===== src/rtl/if_fetch_queue.sv =====
// Instruction-fetch stage with a decoupled prefetch FIFO in front of ID.
// Fetches are credit-limited so every in-flight response always has a free slot.
module if_fetch_queue #(
  parameter int                    DATA_WIDTH  = 16,
  parameter int                    ADDR_WIDTH  = 8,
  parameter int                    QUEUE_DEPTH = 4,
  parameter logic [ADDR_WIDTH-1:0] RESET_PC    = '0
) (
  input  logic                               clk,
  input  logic                               rst,
  input  logic                               start,
  input  logic                               stop,
  input  logic                               branch_i,
  input  logic [ADDR_WIDTH-1:0]              branch_addr_i,
  input  logic                               jump_i,
  input  logic [ADDR_WIDTH-1:0]              jump_addr_i,
  output logic                               im_req_o,
  output logic [ADDR_WIDTH-1:0]              im_addr_o,
  input  logic                               im_rvalid_i,
  input  logic [DATA_WIDTH-1:0]              im_rdata_i,
  output logic                               inst_valid_o,
  output logic [DATA_WIDTH-1:0]              inst_o,
  output logic [ADDR_WIDTH-1:0]              inst_pc_o,
  output logic [ADDR_WIDTH-1:0]              inst_pc_plus1_o,
  input  logic                               id_ready_i,
  output logic [$clog2(QUEUE_DEPTH+1)-1:0]   queue_count_o,
  output logic                               processor_status_o
);

  localparam int CW  = $clog2(QUEUE_DEPTH + 1);
  localparam int SW  = CW + 1;
  localparam int PW  = $clog2(QUEUE_DEPTH);
  // Back-to-back redirects can stack several windows of stale responses.
  localparam int DCW = $clog2(4 * QUEUE_DEPTH + 1);

  logic                  status_q, status_d;
  logic [ADDR_WIDTH-1:0] fetch_pc_q, fetch_pc_d;
  logic [ADDR_WIDTH-1:0] resp_pc_q, resp_pc_d;
  logic [CW-1:0]         count_q, count_d;
  logic [CW-1:0]         outst_q, outst_d;
  logic [DCW-1:0]        discard_q, discard_d;
  logic [PW-1:0]         rd_ptr_q, rd_ptr_d;
  logic [PW-1:0]         wr_ptr_q, wr_ptr_d;

  logic [DATA_WIDTH-1:0] data_mem [QUEUE_DEPTH];
  logic [ADDR_WIDTH-1:0] pc_mem   [QUEUE_DEPTH];

  logic                  redirect;
  logic [ADDR_WIDTH-1:0] target;
  logic [SW-1:0]         credit_sum;
  logic                  issue;
  logic                  resp_live;
  logic                  resp_drop;
  logic                  push;
  logic                  pop;
  logic                  head_valid;

  assign redirect   = branch_i | jump_i;
  assign target     = branch_i ? branch_addr_i : jump_addr_i;
  assign credit_sum = SW'(count_q) + SW'(outst_q);
  assign issue      = status_q & ~redirect & (credit_sum < SW'(QUEUE_DEPTH));
  assign resp_live  = im_rvalid_i & (discard_q == '0);
  assign resp_drop  = im_rvalid_i & (discard_q != '0);
  assign push       = resp_live & ~redirect;
  assign head_valid = (count_q != '0);
  assign pop        = head_valid & id_ready_i & ~redirect;

  // NOTE: every next-state signal takes its hold value first, so no path leaves it unassigned (no latch).
  always_comb begin
    status_d   = status_q;
    fetch_pc_d = fetch_pc_q;
    resp_pc_d  = resp_pc_q;
    count_d    = count_q;
    outst_d    = outst_q;
    discard_d  = discard_q;
    rd_ptr_d   = rd_ptr_q;
    wr_ptr_d   = wr_ptr_q;

    if (stop)       status_d = 1'b0;
    else if (start) status_d = 1'b1;

    if (redirect) begin
      // Everything still in flight becomes stale; the response landing now is one of them.
      fetch_pc_d = target;
      resp_pc_d  = target;
      count_d    = '0;
      rd_ptr_d   = '0;
      wr_ptr_d   = '0;
      outst_d    = '0;
      discard_d  = discard_q + DCW'(outst_q) - DCW'(im_rvalid_i);
    end else begin
      if (issue) fetch_pc_d = fetch_pc_q + ADDR_WIDTH'(1);
      outst_d   = outst_q + CW'(issue) - CW'(resp_live);
      discard_d = discard_q - DCW'(resp_drop);
      if (push) begin
        wr_ptr_d  = wr_ptr_q + PW'(1);
        resp_pc_d = resp_pc_q + ADDR_WIDTH'(1);
      end
      if (pop) rd_ptr_d = rd_ptr_q + PW'(1);
      count_d = count_q + CW'(push) - CW'(pop);
    end
  end

  // NOTE: state registers use non-blocking assignments so all of them update from the same pre-edge values.
  always_ff @(posedge clk) begin
    if (rst) begin
      status_q   <= 1'b0;
      fetch_pc_q <= RESET_PC;
      resp_pc_q  <= RESET_PC;
      count_q    <= '0;
      outst_q    <= '0;
      discard_q  <= '0;
      rd_ptr_q   <= '0;
      wr_ptr_q   <= '0;
    end else begin
      status_q   <= status_d;
      fetch_pc_q <= fetch_pc_d;
      resp_pc_q  <= resp_pc_d;
      count_q    <= count_d;
      outst_q    <= outst_d;
      discard_q  <= discard_d;
      rd_ptr_q   <= rd_ptr_d;
      wr_ptr_q   <= wr_ptr_d;
    end
  end

  // NOTE: queue storage is deliberately not reset; count_q alone decides which entries are meaningful.
  always_ff @(posedge clk) begin
    if (push) begin
      data_mem[wr_ptr_q] <= im_rdata_i;
      pc_mem[wr_ptr_q]   <= resp_pc_q;
    end
  end

  assign im_req_o           = issue;
  assign im_addr_o          = fetch_pc_q;
  assign inst_valid_o       = head_valid;
  // Head fields are forced to zero while empty so unwritten storage never leaks out.
  assign inst_o             = head_valid ? data_mem[rd_ptr_q] : '0;
  assign inst_pc_o          = head_valid ? pc_mem[rd_ptr_q] : '0;
  assign inst_pc_plus1_o    = head_valid ? pc_mem[rd_ptr_q] + ADDR_WIDTH'(1) : '0;
  assign queue_count_o      = count_q;
  assign processor_status_o = status_q;

endmodule


===== config.mk =====
export PLATFORM = sky130hd
export DESIGN_NAME = if_fetch_queue
export DESIGN_NICKNAME = d
export VERILOG_FILES = /design/src/rtl/if_fetch_queue.sv
export SDC_FILE = /design/constraint.sdc
export NUM_CORES = 1
export LEC_CHECK = 0
export CAP_MARGIN = 20
export CORE_MARGIN = 3
export CORE_UTILIZATION = 54
export DETAILED_ROUTE_END_ITERATION = 10
export PLACE_DENSITY = 0.79
export SETUP_SLACK_MARGIN = 0.1
export SYNTH_ARGS = -nofsm -noshare
export SYNTH_HDL_FRONTEND = slang
export SYNTH_SLANG_ARGS = --single-unit

===== constraint.sdc =====
create_clock -name clk -period 3.7 [get_ports clk]
set_input_delay 0.74 -clock clk [delete_from_list [all_inputs] [get_ports clk]]
set_output_delay 0.74 -clock clk [all_outputs]
set_load 0.02 [all_outputs]

==> metrics.cfg, run 1 <==
[timing]
skew_ps=11.3
relSlewSlack_pct=70.5
hold_viol=0
slew_viol_final=0
min_period_over_period_pct=94.4
finalCriticalPeriod_ps=3490
max_freq_mhz=286
whs_ps=510
worst_slack_ps=206
rsz0062_at_grt=false
finalSetupTns_ps=0
setup_viol=0
tightest_slew_ps=442

[setup_path]
path_max_fanout=9
worstPathRequired_ps=2960
critPathCaptureType=primary output
r2r-start=queue_count_o[2]
reg2reg_to=outst_q[2]
crit_arrival_ps=2750
reg2regPathDepth=10
r2r_slack_ps=1100
path_class=flip-flop to primary output
start_kind=flip-flop

[layout]
stdcell_area_um2=7560
area_growth_syn_to_layout_pct=28.5
layout.nets=592
drive_gt1_share_pct=12.8
diodes=0
instances_no_fill=676

[synth]
synth_cells=422
synth_top_family_by_area=simple AND/OR/NAND/NOR gates
synth_area_per_cell_um2=14.0
synth_most_common_cell=edfxtp_1
muxShareOfSynthArea_pct=10.3
synth_largest_area_cell=edfxtp_1
synth-seq-area-share_pct=60.5
yosys.area_share.simple_pct=11.0
synth_edf_count=96
synth_area_leaders=edfxtp_1 49%, dfxtp_1 12%, mux4_1 5.4%
yosys.area_share.xor_xnor_pct=2.68
async_reset_ff_share_pct=0
yosys-top-cells-count=96 x edfxtp_1, 34 x dfxtp_1, 31 x nor2_1
syn-cell-area_um2=5890
synth_top_area_share_pct=49.0
synth_nets=487
synth_fa_ha_area_share_pct=5.69
ys.flop_type=edfxtp_1
ys_ff_latch=130
synth.distinct_cells=52
synth_compound_area_share_pct=6.52
synth_warnings=0

[outcome]
status=complete, no violations

[routing]
drt_iter0_drc=276
first_pass_iters=5
remaining_drc_errors=0
wl_per_cell_um=19.3
vias=3895
viasPerCell=5.76
totalWireLength_um=13000
detail-route-antenna-nets=0

[die]
die-area_um2=12200
placementRows=37
ioPinCount=86
start_util_pct=56.3
fp.dieH_um=110
core_um2=10500
die_w_um=110

[global_route]
grt_pass1_vias=4037
track_usage_pct=21.9
grt_first_pass_wirelength_um=21000
antenna_found_initial=0
grt_max_degree=27
gr-total-overflow=0

[clock_tree]
cts_root_buffer=clkbuf_8
cts_sinks=130
insertion_delay_ps=530
numCtsBuffers=17
ctsHoldBuffers=0
clk_path_buf_depth=2
h-tree-depth=4
path_clk_slew_ps=60
cts_tree=yes

[place]
io_buffers=85
place_area_um2=6940
dp.cells=644
pre_cts_slack_ps=478
gp_congestion=0.867
dp_hpwl_um=8440

[flow_run]
max_cap_violations=0

[hold_path]
hold_start=wr_ptr_q[1]
hold_depth=2
min_path_type=flip-flop to flip-flop
hold_end=wr_ptr_q[1]

[power_and_ir_drop]
p_per_area_nw_per_um2=507
peakVddDrop_mv=0.353
p_leak_nw=2.75

## per-layer routing
layer	up-vias	share of wire [%]	track usage (%)
li1	1799	-	-
met1	1920	39	26.4
met2	163	54	39.4
met3	13	6.1	4.27
met4	0	0.92	7.14
met5	-	0	0
## registers in the layout, indices dropped and copies added (netlist names), 2 cells and up, named ones only
name,cells
data_mem,64
discard_q,5
im_addr_o,8
outst_q,3
pc_mem,32
queue_count_o,3
rd_ptr_q,2
resp_pc_q,8
wr_ptr_q,2
## worst max-delay path by stage
stage	slack, ps	to	cells after the start	startpoint
detailed placement	480	im_req_o	4	jump_i
global placement	500	im_req_o	4	jump_i
global route	120	inst_pc_plus1_o[5]	6	flip-flop
CTS	160	inst_pc_plus1_o[4]	6	flip-flop
finish	210	inst_pc_plus1_o[5]	6	flip-flop
floorplan	870	outst_q[2]	10	branch_i
## cell type report
| class | instances | area [um2] |
|---|---|---|
| timing repair buffer | 101 | 976 |
| multi-input combinational | 251 | 2130 |
| inverter | 26 | 97.6 |
| tap | 136 | 170 |
| clock inverter | 14 | 200 |
| sequential | 130 | 3570 |
| clock buffer | 18 | 418 |
| fill | 694 | 2900 |
## cell families (layout without fill, tap and decap cells)
logic type	after synthesis	after routing
AO/OA/AOI/OAI	57	57
XOR/XNOR	18	18
adder cells (fa/ha/maj)	25	25
buffers and inverters	41	159
flip-flops	130	130
multiplexers	26	26
AND/OR/NAND/NOR	125	125
## report_power, final
part / internal [W] / switching [W] / total [W]
registers: 0.00161 / 0.0000404 / 0.00165
clock network: 0.00110 / 0.000631 / 0.00173
logic: 0.000215 / 0.000234 / 0.000449
total: 0.00293 / 0.000905 / 0.00384
## per-stage QoR
| step | power [W] | util (%) |
|---|---|---|
| final | 0.00384 | 72.3 |
| after global routing | 0.00397 | 72.3 |
| after floorplan | 0.00197 | - |
| after global placement | 0.00210 | 66.3 |
| after detailed placement | 0.00212 | 66.3 |
| after CTS | 0.00385 | 72.2 |
## cells in the final DEF, fill, tap and decap left out, drive strengths merged, types with 14 or more instances in the layout
cell type      netlist  routed
buf                  8      16
a21oi               15      15
clkdlybuf4s50        0      83
dfxtp               34      34
and2                28      28
clkbuf               7      18
nand3               14      14
nand2               24      24
inv                 26      31
ha                  22      22
edfxtp              96      96
mux4                24      24
nor2                32      32
## critical path, cell delays in order (launching register included)
cell,delay [ps]
dfxtp_4,430
mux4_1,660
and2_1,220
nand3_2,80
xor2_1,70
nor2_1,140
clkdlybuf4s50_1,630
## timing repair
action | in CTS | in global routing
setup endpoints to repair | 7 | 2
buffers inserted | 0 | 0
resized for setup | 2 | 2
(Power assumes the default switching activity.)
==> run 2, diff against run 1 <==
ABC_AREA = 0   (was default)
==> results of run 2 <==
The final DEF is identical to that of run 1; final timing and power are the same.
